`src/rtl/uncache_bridge_pkg.sv`:
```
// Shared AXI encodings, default master IDs and the lane-strobe helper
// used by the uncached sram-like to AXI3 bridge.
package uncache_bridge_pkg;

  localparam logic [1:0] AXI_BURST_FIXED = 2'b00;
  localparam logic [1:0] AXI_BURST_INCR  = 2'b01;

  localparam logic [2:0] AXI_SIZE_1 = 3'd0;
  localparam logic [2:0] AXI_SIZE_2 = 3'd1;
  localparam logic [2:0] AXI_SIZE_4 = 3'd2;

  localparam logic [1:0] AXI_LOCK_NORMAL  = 2'b00;
  localparam logic [3:0] AXI_CACHE_DEVICE = 4'b0000;
  localparam logic [2:0] AXI_PROT_NONE    = 3'b000;

  // Default IDs per master; uncached users pick their own AXI_ID.
  localparam logic [3:0] AXI_ID_INST = 4'd0;
  localparam logic [3:0] AXI_ID_DATA = 4'd1;

  // Internal state made visible for checkers.
  typedef struct packed {
    logic [3:0] rd_cnt;
    logic       wr_busy;
    logic       aw_pend;
    logic       w_pend;
  } dbg_t;

  // sram-like size (3 behaves as word) to AXI AxSIZE.
  function automatic logic [2:0] size_to_axsize(input logic [1:0] size);
    logic [2:0] axsize;
    axsize = (size == 2'd3) ? AXI_SIZE_4 : {1'b0, size};
    return axsize;
  endfunction

  // Byte lanes touched by an access; wdata itself is never shifted.
  function automatic logic [3:0] size_to_strb(input logic [1:0] size,
                                              input logic [1:0] lo);
    logic [3:0] strb;
    case (size)
      2'd0:    strb = 4'b0001 << lo;
      2'd1:    strb = 4'b0011 << {lo[1], 1'b0};
      default: strb = 4'b1111;
    endcase
    return strb;
  endfunction

endpackage

```
`src/rtl/uncache_bridge_if.sv`:
```
// sram-like request port and AXI3 port of the uncached bridge.
//
// Handshake rules for both interfaces: a transfer happens in a cycle where
// valid and ready are both high at the rising clock edge. Once valid is
// raised, the payload stays stable and valid stays high until that transfer.
// On the sram-like side req plays valid and addr_ok plays ready; data_ok is a
// single-cycle completion strobe with no back-pressure.

interface sram_if;
  logic        req;
  logic        wr;
  logic [1:0]  size;
  logic [31:0] addr;
  logic [31:0] wdata;
  logic [31:0] rdata;
  logic        addr_ok;
  logic        data_ok;

  modport master (output req, wr, size, addr, wdata,
                  input  rdata, addr_ok, data_ok);
  modport slave  (input  req, wr, size, addr, wdata,
                  output rdata, addr_ok, data_ok);
endinterface

interface axi3_if;
  logic [3:0]  arid;
  logic [31:0] araddr;
  logic [7:0]  arlen;
  logic [2:0]  arsize;
  logic [1:0]  arburst;
  logic [1:0]  arlock;
  logic [3:0]  arcache;
  logic [2:0]  arprot;
  logic        arvalid;
  logic        arready;
  logic [3:0]  rid;
  logic [31:0] rdata;
  logic [1:0]  rresp;
  logic        rlast;
  logic        rvalid;
  logic        rready;
  logic [3:0]  awid;
  logic [31:0] awaddr;
  logic [7:0]  awlen;
  logic [2:0]  awsize;
  logic [1:0]  awburst;
  logic [1:0]  awlock;
  logic [3:0]  awcache;
  logic [2:0]  awprot;
  logic        awvalid;
  logic        awready;
  logic [3:0]  wid;
  logic [31:0] wdata;
  logic [3:0]  wstrb;
  logic        wlast;
  logic        wvalid;
  logic        wready;
  logic [3:0]  bid;
  logic [1:0]  bresp;
  logic        bvalid;
  logic        bready;

  modport master (output arid, araddr, arlen, arsize, arburst, arlock, arcache, arprot, arvalid,
                  input  arready,
                  input  rid, rdata, rresp, rlast, rvalid,
                  output rready,
                  output awid, awaddr, awlen, awsize, awburst, awlock, awcache, awprot, awvalid,
                  input  awready,
                  output wid, wdata, wstrb, wlast, wvalid,
                  input  wready,
                  input  bid, bresp, bvalid,
                  output bready);
  modport slave  (input  arid, araddr, arlen, arsize, arburst, arlock, arcache, arprot, arvalid,
                  output arready,
                  output rid, rdata, rresp, rlast, rvalid,
                  input  rready,
                  input  awid, awaddr, awlen, awsize, awburst, awlock, awcache, awprot, awvalid,
                  output awready,
                  input  wid, wdata, wstrb, wlast, wvalid,
                  output wready,
                  output bid, bresp, bvalid,
                  input  bready);
endinterface

```
`src/rtl/uncache_bridge_wr_chan.sv`:
```
// Single outstanding write: registers the AW/W payload on accept, drives the
// two channels independently and completes on the B handshake.
module uncache_bridge_wr_chan
  import uncache_bridge_pkg::*;
#(
  parameter logic [3:0] AXI_ID = 4'd1
) (
  input  logic        clk,
  input  logic        rst,
  input  logic        accept,
  input  logic [1:0]  size,
  input  logic [31:0] addr,
  input  logic [31:0] wdata,
  input  logic        awready,
  input  logic        wready,
  input  logic        bvalid,
  input  logic [3:0]  bid,
  output logic        wr_busy,
  output logic        aw_pend,
  output logic        w_pend,
  output logic        bready,
  output logic        b_done,
  output logic [31:0] awaddr,
  output logic [31:0] wdata_q,
  output logic [3:0]  wstrb,
  output logic [2:0]  awsize
);

  // The response is only taken once both request channels have gone out.
  assign bready = wr_busy & ~aw_pend & ~w_pend;
  assign b_done = bready & bvalid & (bid == AXI_ID);

  // Write progress flags; accept only happens while idle, so it never races a clear.
  always_ff @(posedge clk) begin
    if (rst) begin
      wr_busy <= 1'b0;
      aw_pend <= 1'b0;
      w_pend  <= 1'b0;
    end else if (accept) begin
      wr_busy <= 1'b1;
      aw_pend <= 1'b1;
      w_pend  <= 1'b1;
    end else begin
      if (aw_pend && awready) aw_pend <= 1'b0;
      if (w_pend && wready)   w_pend  <= 1'b0;
      if (b_done)             wr_busy <= 1'b0;
    end
  end

  // Payload capture; contents only matter while the pending flags are set.
  always_ff @(posedge clk) begin
    if (accept) begin
      awaddr  <= addr;
      wdata_q <= wdata;
      wstrb   <= size_to_strb(size, addr[1:0]);
      awsize  <= size_to_axsize(size);
    end
  end

endmodule

```
`src/rtl/uncache_bridge.sv`:
```
// Uncached sram-like to AXI3 bridge: in-order reads with up to MAX_RD in
// flight, one write at a time, and no mixing of reads and writes in flight so
// that data_ok always comes back in request order.
module uncache_bridge
  import uncache_bridge_pkg::*;
#(
  parameter logic [3:0] AXI_ID = 4'd1,
  parameter int         MAX_RD = 2,
  parameter int         CNT_W  = $clog2(MAX_RD + 1)
) (
  input  logic   clk,
  input  logic   rst,
  sram_if.slave  cpu,
  axi3_if.master axi,
  output dbg_t   dbg
);

  localparam logic [CNT_W-1:0] RD_LIMIT = CNT_W'(MAX_RD);

  logic [CNT_W-1:0] rd_cnt;
  logic             rd_grant;
  logic             ar_hs;
  logic             r_done;
  logic             wr_accept;
  logic             wr_busy;
  logic             aw_pend;
  logic             w_pend;
  logic             bready;
  logic             b_done;
  logic [31:0]      awaddr_q;
  logic [31:0]      wdata_q;
  logic [3:0]       wstrb_q;
  logic [2:0]       awsize_q;
  logic             unused_resp;

  // Reads pass straight through to AR; writes wait until no read is in flight.
  assign rd_grant  = cpu.req & ~cpu.wr & ~wr_busy & (rd_cnt < RD_LIMIT);
  assign ar_hs     = rd_grant & axi.arready;
  assign r_done    = axi.rvalid & axi.rlast & (axi.rid == AXI_ID) & (rd_cnt != '0);
  assign wr_accept = cpu.req & cpu.wr & ~wr_busy & (rd_cnt == '0);

  assign cpu.addr_ok = ar_hs | wr_accept;
  assign cpu.data_ok = r_done | b_done;
  assign cpu.rdata   = axi.rdata;

  assign axi.arid    = AXI_ID;
  assign axi.araddr  = cpu.addr;
  assign axi.arlen   = 8'd0;
  assign axi.arsize  = size_to_axsize(cpu.size);
  assign axi.arburst = AXI_BURST_INCR;
  assign axi.arlock  = AXI_LOCK_NORMAL;
  assign axi.arcache = AXI_CACHE_DEVICE;
  assign axi.arprot  = AXI_PROT_NONE;
  assign axi.arvalid = rd_grant;
  assign axi.rready  = 1'b1;

  assign axi.awid    = AXI_ID;
  assign axi.awaddr  = awaddr_q;
  assign axi.awlen   = 8'd0;
  assign axi.awsize  = awsize_q;
  assign axi.awburst = AXI_BURST_INCR;
  assign axi.awlock  = AXI_LOCK_NORMAL;
  assign axi.awcache = AXI_CACHE_DEVICE;
  assign axi.awprot  = AXI_PROT_NONE;
  assign axi.awvalid = aw_pend;
  assign axi.wid     = AXI_ID;
  assign axi.wdata   = wdata_q;
  assign axi.wstrb   = wstrb_q;
  assign axi.wlast   = 1'b1;
  assign axi.wvalid  = w_pend;
  assign axi.bready  = bready;

  // Bus error responses are not reported in this generation.
  assign unused_resp = ^{axi.rresp, axi.bresp};

  assign dbg = '{rd_cnt: 4'(rd_cnt), wr_busy: wr_busy, aw_pend: aw_pend, w_pend: w_pend};

  // Outstanding-read count; an issue and a return in one cycle cancel out.
  always_ff @(posedge clk) begin
    if (rst) begin
      rd_cnt <= '0;
    end else if (ar_hs && !r_done) begin
      rd_cnt <= rd_cnt + CNT_W'(1);
    end else if (r_done && !ar_hs) begin
      rd_cnt <= rd_cnt - CNT_W'(1);
    end
  end

  uncache_bridge_wr_chan #(.AXI_ID(AXI_ID)) u_wr_chan (
    .clk     (clk),
    .rst     (rst),
    .accept  (wr_accept),
    .size    (cpu.size),
    .addr    (cpu.addr),
    .wdata   (cpu.wdata),
    .awready (axi.awready),
    .wready  (axi.wready),
    .bvalid  (axi.bvalid),
    .bid     (axi.bid),
    .wr_busy (wr_busy),
    .aw_pend (aw_pend),
    .w_pend  (w_pend),
    .bready  (bready),
    .b_done  (b_done),
    .awaddr  (awaddr_q),
    .wdata_q (wdata_q),
    .wstrb   (wstrb_q),
    .awsize  (awsize_q)
  );

endmodule
```
`src/flat_wrapper.sv`:
```
// flat-port wrapper written by rule: the top's interface ports become plain ports
module uncache_bridge_flat import uncache_bridge_pkg::*;
#(
  parameter logic [3:0] AXI_ID = 4'd1,
  parameter int         MAX_RD = 2,
  parameter int         CNT_W  = $clog2(MAX_RD + 1)
)
  (clk, rst, dbg, cpu_req, cpu_wr, cpu_size, cpu_addr, cpu_wdata, cpu_rdata, cpu_addr_ok, cpu_data_ok, axi_arid, axi_araddr, axi_arlen, axi_arsize, axi_arburst, axi_arlock, axi_arcache, axi_arprot, axi_arvalid, axi_arready, axi_rid, axi_rdata, axi_rresp, axi_rlast, axi_rvalid, axi_rready, axi_awid, axi_awaddr, axi_awlen, axi_awsize, axi_awburst, axi_awlock, axi_awcache, axi_awprot, axi_awvalid, axi_awready, axi_wid, axi_wdata, axi_wstrb, axi_wlast, axi_wvalid, axi_wready, axi_bid, axi_bresp, axi_bvalid, axi_bready);
  sram_if cpu_i ();
  axi3_if axi_i ();
  input  logic clk;
  input  logic rst;
  output dbg_t dbg;
  input wire logic [$bits(cpu_i.req)-1:0] cpu_req;
  input wire logic [$bits(cpu_i.wr)-1:0] cpu_wr;
  input wire logic [$bits(cpu_i.size)-1:0] cpu_size;
  input wire logic [$bits(cpu_i.addr)-1:0] cpu_addr;
  input wire logic [$bits(cpu_i.wdata)-1:0] cpu_wdata;
  output wire logic [$bits(cpu_i.rdata)-1:0] cpu_rdata;
  output wire logic [$bits(cpu_i.addr_ok)-1:0] cpu_addr_ok;
  output wire logic [$bits(cpu_i.data_ok)-1:0] cpu_data_ok;
  output wire logic [$bits(axi_i.arid)-1:0] axi_arid;
  output wire logic [$bits(axi_i.araddr)-1:0] axi_araddr;
  output wire logic [$bits(axi_i.arlen)-1:0] axi_arlen;
  output wire logic [$bits(axi_i.arsize)-1:0] axi_arsize;
  output wire logic [$bits(axi_i.arburst)-1:0] axi_arburst;
  output wire logic [$bits(axi_i.arlock)-1:0] axi_arlock;
  output wire logic [$bits(axi_i.arcache)-1:0] axi_arcache;
  output wire logic [$bits(axi_i.arprot)-1:0] axi_arprot;
  output wire logic [$bits(axi_i.arvalid)-1:0] axi_arvalid;
  input wire logic [$bits(axi_i.arready)-1:0] axi_arready;
  input wire logic [$bits(axi_i.rid)-1:0] axi_rid;
  input wire logic [$bits(axi_i.rdata)-1:0] axi_rdata;
  input wire logic [$bits(axi_i.rresp)-1:0] axi_rresp;
  input wire logic [$bits(axi_i.rlast)-1:0] axi_rlast;
  input wire logic [$bits(axi_i.rvalid)-1:0] axi_rvalid;
  output wire logic [$bits(axi_i.rready)-1:0] axi_rready;
  output wire logic [$bits(axi_i.awid)-1:0] axi_awid;
  output wire logic [$bits(axi_i.awaddr)-1:0] axi_awaddr;
  output wire logic [$bits(axi_i.awlen)-1:0] axi_awlen;
  output wire logic [$bits(axi_i.awsize)-1:0] axi_awsize;
  output wire logic [$bits(axi_i.awburst)-1:0] axi_awburst;
  output wire logic [$bits(axi_i.awlock)-1:0] axi_awlock;
  output wire logic [$bits(axi_i.awcache)-1:0] axi_awcache;
  output wire logic [$bits(axi_i.awprot)-1:0] axi_awprot;
  output wire logic [$bits(axi_i.awvalid)-1:0] axi_awvalid;
  input wire logic [$bits(axi_i.awready)-1:0] axi_awready;
  output wire logic [$bits(axi_i.wid)-1:0] axi_wid;
  output wire logic [$bits(axi_i.wdata)-1:0] axi_wdata;
  output wire logic [$bits(axi_i.wstrb)-1:0] axi_wstrb;
  output wire logic [$bits(axi_i.wlast)-1:0] axi_wlast;
  output wire logic [$bits(axi_i.wvalid)-1:0] axi_wvalid;
  input wire logic [$bits(axi_i.wready)-1:0] axi_wready;
  input wire logic [$bits(axi_i.bid)-1:0] axi_bid;
  input wire logic [$bits(axi_i.bresp)-1:0] axi_bresp;
  input wire logic [$bits(axi_i.bvalid)-1:0] axi_bvalid;
  output wire logic [$bits(axi_i.bready)-1:0] axi_bready;
  assign cpu_i.req = cpu_req;
  assign cpu_i.wr = cpu_wr;
  assign cpu_i.size = cpu_size;
  assign cpu_i.addr = cpu_addr;
  assign cpu_i.wdata = cpu_wdata;
  assign cpu_rdata = cpu_i.rdata;
  assign cpu_addr_ok = cpu_i.addr_ok;
  assign cpu_data_ok = cpu_i.data_ok;
  assign axi_arid = axi_i.arid;
  assign axi_araddr = axi_i.araddr;
  assign axi_arlen = axi_i.arlen;
  assign axi_arsize = axi_i.arsize;
  assign axi_arburst = axi_i.arburst;
  assign axi_arlock = axi_i.arlock;
  assign axi_arcache = axi_i.arcache;
  assign axi_arprot = axi_i.arprot;
  assign axi_arvalid = axi_i.arvalid;
  assign axi_i.arready = axi_arready;
  assign axi_i.rid = axi_rid;
  assign axi_i.rdata = axi_rdata;
  assign axi_i.rresp = axi_rresp;
  assign axi_i.rlast = axi_rlast;
  assign axi_i.rvalid = axi_rvalid;
  assign axi_rready = axi_i.rready;
  assign axi_awid = axi_i.awid;
  assign axi_awaddr = axi_i.awaddr;
  assign axi_awlen = axi_i.awlen;
  assign axi_awsize = axi_i.awsize;
  assign axi_awburst = axi_i.awburst;
  assign axi_awlock = axi_i.awlock;
  assign axi_awcache = axi_i.awcache;
  assign axi_awprot = axi_i.awprot;
  assign axi_awvalid = axi_i.awvalid;
  assign axi_i.awready = axi_awready;
  assign axi_wid = axi_i.wid;
  assign axi_wdata = axi_i.wdata;
  assign axi_wstrb = axi_i.wstrb;
  assign axi_wlast = axi_i.wlast;
  assign axi_wvalid = axi_i.wvalid;
  assign axi_i.wready = axi_wready;
  assign axi_i.bid = axi_bid;
  assign axi_i.bresp = axi_bresp;
  assign axi_i.bvalid = axi_bvalid;
  assign axi_bready = axi_i.bready;
  uncache_bridge #(.AXI_ID(AXI_ID), .MAX_RD(MAX_RD), .CNT_W(CNT_W)) u_core (.clk(clk), .rst(rst), .cpu(cpu_i), .axi(axi_i), .dbg(dbg));
endmodule
```
`config.mk`:
```
export PLATFORM = sky130hd
export DESIGN_NAME = uncache_bridge_flat
export DESIGN_NICKNAME = d
export VERILOG_FILES = /design/src/rtl/uncache_bridge_pkg.sv /design/src/rtl/uncache_bridge_if.sv /design/src/rtl/uncache_bridge_wr_chan.sv /design/src/rtl/uncache_bridge.sv /design/src/flat_wrapper.sv
export SDC_FILE = /design/constraint.sdc
export NUM_CORES = 1
export LEC_CHECK = 0
export ABC_AREA = 1
export CORE_AREA = 2 2 125 127
export DETAILED_ROUTE_END_ITERATION = 8
export DIE_AREA = 0 0 127 129
export HOLD_SLACK_MARGIN = 0.03
export PLACE_DENSITY = 0.65
export SYNTH_ARGS = -nofsm -noshare
export SYNTH_HDL_FRONTEND = slang
export SYNTH_SLANG_ARGS = --single-unit
```
`constraint.sdc`:
```
create_clock -name clk -period 3.02 [get_ports clk]
set_input_delay 0.906 -clock clk [delete_from_list [all_inputs] [get_ports clk]]
set_output_delay 0.906 -clock clk [all_outputs]
set_load 0.02 [all_outputs]
```
# Word-level counts from Yosys, hierarchy flattened
# Cells that the tools add are included.
# Widths: inputs -> output; s select.
[classes]
addsub = 2
n_lt_le_gt_ge = 1
n_eq_ne = 4
shifts = 2
mux = 10
bitwise = 20
reduce_logical = 13
[op_table]
columns = ["op", "n"]
rows = [
  ["$and 1x1->1", 14],
  ["$reduce_bool 2->1", 5],
  ["$eq 4x1->1 const B", 2],
  ["$pmux 4 s2", 1],
  ["$mux 1", 6],
  ["$mux 2", 3],
  ["$logic_and 1x1->1", 4],
  ["$logic_not 2->1", 2],
  ["$not 1->1", 4],
  ["$shl 1x2->4 const A", 1],
  ["$shl 2x2->4 const A", 1],
  ["$add 2x1->2 const B", 1],
  ["$eq 2x1->1 const B", 1],
  ["$eq 2x2->1 const B", 1],
  ["$logic_not 1->1", 2],
  ["$lt 2x2->1 const B", 1],
  ["$or 1x1->1", 2],
  ["$sub 2x1->2 const B", 1],
]
[totals]
ff_bits = 76
output_inout_bits = 203
word_cells = 60

# Longest topological paths before layout
# Gate-level depths: netlist of the first run.
[depth]
depth_word = 9
mapped_depth = 11

# Cells and area by module
# A second synthesis of the first run with hierarchy kept.
[hier_totals]
cells_unflattened = 267
hier_area_um2 = 3427.0
[by_module_without_submodules]
columns = ["mod", "n_inst", "cells_per_inst", "area_per_inst_um2", "seq_area_each_um2"]
rows = [
  ["uncache_bridge_wr_chan", 1, 105, 2304.7, 2162.1],
  ["uncache_bridge", 1, 162, 1122.3, 40.0],
]

# Worst setup path after synthesis of the first run
# Ideal clock, no wire load.
[synth_timing]
path_kind = "in2reg"
from = "input port cpu_wr"
to = "register u_core.u_wr_chan.awaddr[0] (enable)"
arrival_ns = 2.431
required_ns = 2.596
slack_ns = 0.165
stages = 2
n_path_buf = 0
path_cell_list = "nand4_2 inv_1"
[synth_between]
elab_chain_cells = 3
[synth_lines]
columns = ["item", "line", "source"]
rows = [
  ["from (decl)", "flat_wrapper.sv:15", "input wire logic [$bits(cpu_i.wr)-1:0] cpu_wr;"],
  ["$and 1x1->1 (3 in a row)", "uncache_bridge.sv:40", "assign wr_accept = cpu.req & cpu.wr & ~wr_busy & (rd_cnt == '0);"],
  ["net u_core.u_wr_chan.accept", "uncache_bridge_wr_chan.sv:10", "input logic accept,"],
  ["to (signal assigned)", "uncache_bridge_wr_chan.sv:53", "awaddr <= addr;"],
  ["to (decl)", "uncache_bridge_wr_chan.sv:23", "output logic [31:0] awaddr,"],
]
# The timed path passes the listed nets, and every way through them passes these cells.
# A chain may end at the register's enable or synchronous reset.

# Worst setup path after layout of the first run
[layout_timing]
from = "input port cpu_addr[7]"
to = "output port axi_araddr[7]"
[layout_lines]
columns = ["item", "line", "source"]
rows = [
  ["from (decl)", "flat_wrapper.sv:17", "input wire logic [$bits(cpu_i.addr)-1:0] cpu_addr;"],
  ["to (decl)", "flat_wrapper.sv:23", "output wire logic [$bits(axi_i.araddr)-1:0] axi_araddr;"],
]
# No word-level cell between the ends.

==> results of run 1 <==
[routing by layer]
metal,vias up,share of wire,wire length [µm],track usage
met5,-,0,0,0
met4,0,0.046,401,0.06529
met3,32,0.11,959,0.03867
met2,181,0.53,4637,0.1863
met1,946,0.32,2806,0.08847
li1,980,-,-,-
[stage by stage]
step	setup WS, ns	instance area [µm²]	TNS (ns)	power (mW)	utilization
3_5_place_dp	-0.2561	5019	-0.7751	1.759	0.3351
2_1_floorplan	0.1650	3618	0	1.606	-
6_report	0.05574	5373	0	3.015	0.3587
3_3_place_gp	-0.2579	5019	-0.7309	1.752	0.3351
4_1_cts	0.02234	5376	0	3.057	0.3590
5_1_grt	0.01384	5373	0	3.119	0.3587
[state kept, by name (all words and copies together), names as in the netlist]
| register | cells |
|---|---|
| u_core.u_wr_chan.awsize | 2 |
| u_core.u_wr_chan.w_pend | 1 |
| u_core.u_wr_chan.wdata_q | 32 |
| u_core.u_wr_chan.wstrb | 4 |
| u_core.u_wr_chan.wr_busy | 1 |
| u_core.u_wr_chan.aw_pend | 1 |
| u_core.rd_cnt | 2 |
| u_core.u_wr_chan.awaddr | 32 |
[synthesized netlist by cell type (all sizes together)]
cell type / count / area share
inv: 17 / 0.019
dfxtp: 5 / 0.029
ha: 1 / 0.0037
a21oi: 4 / 0.0059
nand4: 2 / 0.0055
nor2: 11 / 0.013
clkbuf: 1 / 0.0011
conb: 2 / 0.0022
nor3: 1 / 0.0048
o21ai: 5 / 0.0073
edfxtp: 70 / 0.62
nand3: 2 / 0.0044
nor3b: 1 / 0.0037
nand2: 13 / 0.015
buf: 123 / 0.27
[what timing repair did]
action / in CTS / in global routing
gates cloned: 0 / 0
endpoints found under the setup margin: 4 / 3
resized for setup: 4 / 5
hold buffers: 0 / 0
[cell families after synthesis]
group                      count (synthesis)
buffers and inverters                    141
DFF                                       75
and+or+nand+nor                           30
AOI/OAI and AO/OA                          9
other                                      2
adders and majority gates                  1
[final timing paths]
check                                               from                        to  slack, ns  cells past startpoint
worst max-delay path                         cpu_addr[7]             axi_araddr[7]       0.06                      2
worst min-delay path            u_core.u_wr_chan.wr_busy  u_core.u_wr_chan.wr_busy       0.51                      2
worst max register to register          u_core.rd_cnt[0]          u_core.rd_cnt[1]       1.35                      9
worst min register to register  u_core.u_wr_chan.wr_busy  u_core.u_wr_chan.wr_busy       0.51                      2
[power by group]
part           switching [mW]  leakage [nW]  internal (mW)
sequential             0.0184         0.689           1.20
clock                   0.396         0.176          0.890
combinational           0.268          1.19          0.242
[cell type report]
| type | instances | area (µm²) | area share |
|---|---|---|---|
| flip-flops and latches | 75 | 2202 | 0.4099 |
| repair buffers | 211 | 2081 | 0.3873 |
| multi-input cells | 96 | 425.4 | 0.07918 |
| well taps | 188 | 235.2 | 0.04378 |
| clock buffers | 9 | 225.2 | 0.04192 |
| clock inverters | 6 | 137.6 | 0.02562 |
| inverters | 17 | 63.81 | 0.01188 |
| diodes | 1 | 2.502 | 0.0004658 |
==> results.md, run 1 <==
- Worst setup EP type: output pin
- Startpoint Class: input port
- ANT nets after route: 0
- RSZ-0062 raised after global routing: no
- P&R area growth vs syn: 57.29%
- Synth warnings: 0
- Max VDD drop: 288.1 µV
- Avg Cell Area, Syn: ~13 µm²
- Drt wl/cell: 14.60 µm
- Worst stage delay on the critical path: approximately 0.62 ns
- Vias in the first global route: slightly below 2,000
- Worst-path clk slew: ~0.06 ns
- First-pass GRT wire length: ~12,000 µm
- Max clock buf depth: 2
- Drt pass-1 iters: 4
- Initial core utilization: 0.2281
- Lkg Pwr: 2.056 nW
- Clk Latency, worst-skew pair: about 0.32 ns
- Share of cells above drive strength 1: 0.09420
- Vias: around 2,100
- Library cells used by synthesis: 21
- DRC viols: 0
- Initial drt markers: 78
- Most common cell after layout, fill and taps aside: clkdlybuf4s50_1
- Post-Synth Adder-Cell Area: 0.003663
- Clock sinks: 75
- Post-synthesis instance area: roughly 3400 µm²
- Die H: 129 µm
- Root Driver: clkbuf_16
- Via density: 3.547
- Simple-gate share of the synthesized area: 0.04615
- Site row count: 45
- WP data arrival: 2.06 ns
- Routability congestion estimate: approximately 0.79
- Largest family of logic cells by synthesized area: buffers and inverters
- Seq/Total Area, Yosys: 0.6447
- Most frequent cells in the layout: clkdlybuf4s50_1 (194), edfxtp_1 (70), conb_1 (56)
- Min Tclk post-route: between 2 and 3 ns
- Gr ovfl total: 0
- H-tree depth: 3
- Critical Path RT: approximately 2.1 ns
- Post-DP HPWL: between 7000 and 8000 µm
- Final non-filler cell total: about 600
- Final Cycle Share: 0.9815
- Crit path kind: in -> out
- Setup Buffers After CTS: 0
- Final nets: around 530
- All-layer global routing usage: 0.09942
- Die Area: ~16,000 µm²
- Max-slew violations: 0
- CTS buffer count: 9
- Post-synthesis xor/xnor area fraction: 0
- # setup viols final: 0
- Crit path buffers/inverters: 2
- FILL cells: 1,405
- Highest Clock Rate: 337.4 MHz
- Post-Syn Instances: ~260
- Power per standard cell area: between 500 and 600 nW/µm²
- Status: complete, no violations
- Final Hold Viols: 0
- Die Span X: approximately 130 µm
- Maximum fanout along the worst path: 2
- CTS tree: done
- CP delay by family, top: buffers and inverters
- Worst Clk Skew: between 0.003 and 0.004 ns
- Initial antenna violation count: 1
- Mux cell area share after synthesis: 0
- Max Cap Viol: 0
- Compound-Gate Fraction of Synth Area: 0.01319
- I/O pin total: roughly 320
- Min Hold Slack: a little over 0.5 ns
- CORE AREA: about 15,000 µm²
- Drt total wl: 8805 µm
- Largest net degree at the start of global routing: 35
- CP Cell Sequence: clkdlybuf4s50_1 -> clkdlybuf4s50_1
- Crit-path slowest cell: clkdlybuf4s50_1
- Placed insts: between 500 and 600
- CP most frequent cell: clkdlybuf4s50_1
- HP Class: reg -> reg
- Yosys reg bits: 75
- IO buf count: between 150 and 200
(Power assumes the default switching activity.)
==> run 2, diff against run 1 <==
--- a/config.mk
+++ b/config.mk
@@ -6,11 +6,13 @@
 export NUM_CORES = 1
 export LEC_CHECK = 0
 export ABC_AREA = 1
-export CORE_AREA = 2 2 125 127
+export CELL_PAD_IN_SITES_DETAIL_PLACEMENT = 1
+export CELL_PAD_IN_SITES_GLOBAL_PLACEMENT = 1
+export CORE_ASPECT_RATIO = 0.5
+export CORE_UTILIZATION = 21
 export DETAILED_ROUTE_END_ITERATION = 8
-export DIE_AREA = 0 0 127 129
 export HOLD_SLACK_MARGIN = 0.03
-export PLACE_DENSITY = 0.65
+export PLACE_DENSITY = 0.82
 export SYNTH_ARGS = -nofsm -noshare
 export SYNTH_HDL_FRONTEND = slang
 export SYNTH_SLANG_ARGS = --single-unit
==> results.md, run 2 (same netlist as run 1, synthesis figures left out) <==
- Worst setup EP type: output pin (unchanged)
- Highest Clock Rate: 333.7 MHz (was 337.4 MHz)
- Gr ovfl total: 0 (unchanged)
- Area of the multi-input gates: 425.4 µm² (unchanged)
- FILL cells: 1,699 (was 1,405)
- Final setup margin: 0.02291 ns (was 0.05574 ns)
- Vias: 2,139 (unchanged)
- Hold Path Stages: 2 (unchanged)
- Startpoint Class: input port (unchanged)
- ANT nets after route: 0 (unchanged)
- Lkg Pwr: 2.017 nW (was 2.056 nW)
- Routability congestion estimate: 0.7399 (was 0.7912)
- Clk Latency, worst-skew pair: 0.32 ns (about the same)
- Min Tclk post-route: 2.997 ns (was 2.964 ns)
- Crit-path slowest cell: clkdlybuf4s50_1 (unchanged)
- Sequential cell area: 2202 µm² (unchanged)
- DP Area: 5045 µm² (was 5019 µm²)
- Most frequent cells in the layout: clkdlybuf4s50_1 (194), edfxtp_1 (70), conb_1 (56) (unchanged)
- Share of cells above drive strength 1: 0.08717 (was 0.09420)
- Drt wl/cell: 14.28 µm (was 14.60 µm)
- Critical Path RT: 2.11 ns (about the same)
- All-layer global routing usage: 0.1032 (was 0.09942)
- Power per standard cell area: 533.1 nW/µm² (was 561.2 nW/µm²)
- Max-slew violations: 0 (unchanged)
- Final nets: 529 (was 531)
- Initial drt markers: 73 (was 78)
- TNS Setup: 0 ns (unchanged)
- HP Class: reg -> reg (unchanged)
- Placed insts: 618 (was 587)
- H-tree depth: 3 (unchanged)
- Max clock buf depth: 2 (unchanged)
- Initial antenna violation count: 0 (was 1)
- Post-DP HPWL: 7410 µm (was 7353 µm)
- Final total power: 2.845 mW (was 3.015 mW)
- Final non-filler cell total: 634 (was 603)
- Worst r2r path cells: 9 (unchanged)
- Crit path buffers/inverters: 2 (unchanged)
- Max VDD drop: 229.9 µV (was 288.1 µV)
- Largest net degree at the start of global routing: 71 (was 35)
- Largest regs: u_core.u_wr_chan.awaddr: 32 flops, u_core.u_wr_chan.wdata_q: 32 flops, u_core.u_wr_chan.wstrb: 4 flops (unchanged)
- CP delay by family, top: buffers and inverters (unchanged)
- P&R area growth vs syn: 56.26% (was 57.29%)
- Post-Layout Inst Area: 5338 µm² (was 5373 µm²)
- CP Cell Sequence: clkdlybuf4s50_1 -> clkdlybuf4s50_1 (unchanged)
- CTS buffer count: 9 (unchanged)
- Worst-path clk slew: 0.06 ns (about the same)
- Via density: 3.374 (was 3.547)
- DRC viols: 0 (unchanged)
- Die Span X: 182.4 µm (was 127 µm)
- Drt pass-1 iters: 4 (unchanged)
- CORE AREA: 15,660 µm² (was 14,980 µm²)
- RSZ-0062 raised after global routing: no (unchanged)
- Final Cycle Share: 0.9924 (was 0.9815)
- Drt total wl: 9052 µm (was 8805 µm)
- Status: complete, no violations (unchanged)
- Crit path kind: in -> out (unchanged)
- Site row count: 32 (was 45)
- Vias in the first global route: 2,228 (was 1,964)
- IO buf count: 198 (unchanged)
- # setup viols final: 0 (unchanged)
- WP data arrival: 2.09 ns (was 2.06 ns)
- First-pass GRT wire length: 12,650 µm (was 11,740 µm)
- CP most frequent cell: clkdlybuf4s50_1 (unchanged)
- CP Depth: 2 (unchanged)
- Maximum fanout along the worst path: 2 (unchanged)
- Setup WS pre-CTS: -0.3176 ns (was -0.2561 ns)
- I/O pin total: 323 (unchanged)
- Final Hold Viols: 0 (unchanged)
- Clock sinks: 75 (unchanged)
- # diodes: 0 (was 1)
- Worst stage delay on the critical path: 0.63 ns (was 0.62 ns)
- Setup Buffers After CTS: 0 (unchanged)
- Initial core utilization: 0.2182 (was 0.2281)
- Worst Clk Skew: 0.004364 ns (was 0.003231 ns)
- Root Driver: clkbuf_16 (unchanged)
- Most common cell after layout, fill and taps aside: clkdlybuf4s50_1 (unchanged)
- CTS tree: done (unchanged)
- Max Cap Viol: 0 (unchanged)
- Die H: 92.18 µm (was 129 µm)
- Die Area: 16,810 µm² (was 16,380 µm²)
[run 2: cell count changes in the layout (fill, tap and decap cells not counted)]
cell	before	now
inv_6	1	0
clkinv_1	0	2
buf_4	12	10
clkinv_4	1	0
diode_2	1	0
clkdlybuf4s15_1	1	0
bufinv_16	4	2
clkbuf_1	0	1
buf_2	0	1
clkinv_2	0	1
clkinvlp_4	0	1
[run 2: worst paths after layout]
kind | startpoint | slack [ns] | end
min reg2reg | u_core.u_wr_chan.wr_busy | 0.49 | u_core.u_wr_chan.wr_busy
max | cpu_addr[10] | 0.02 | axi_araddr[10]
max reg2reg | u_core.rd_cnt[0] | 1.38 | u_core.rd_cnt[1]
min | u_core.u_wr_chan.wr_busy | 0.49 | u_core.u_wr_chan.wr_busy
[run 2: routing by layer]
layer  global-route usage  wire, µm  up-vias
li1                     -         -      978
met1               0.1029      3268     1043
met2               0.1983      5070       98
met3              0.03336       544       20
met4              0.04202       167        0
met5                    0         0        -
[run 2: power breakdown]
part / leakage (nW) / internal, mW / switching [mW]
sequential: 0.689 / 1.20 / 0.0197
clock: 0.148 / 0.716 / 0.398
combinational: 1.18 / 0.239 / 0.271
total: 2.02 / 2.16 / 0.688
[run 2: metrics by stage]
stage,utilization,hold WS [ns]
3_3_place_gp,0.3223,0.4769
4_1_cts,0.3418,0.4976
3_5_place_dp,0.3223,0.4896
5_1_grt,0.3410,0.5135
6_report,0.3410,0.4932
2_1_floorplan,-,0.4596
[run 2: cell type report]
cell class | count | area share
Sequential cell | 75 | 0.4126
Timing Repair Buffer | 209 | 0.3861
Multi-Input combinational cell | 96 | 0.07970
Tap cell | 221 | 0.05180
Clock buffer | 10 | 0.04290
Clock inverter | 6 | 0.01500
Inverter | 17 | 0.01195
[run 2: what timing repair did]
item	CTS	global route
gates resized for setup	6	5
setup endpoints to repair	4	3
hold buffers	0	0
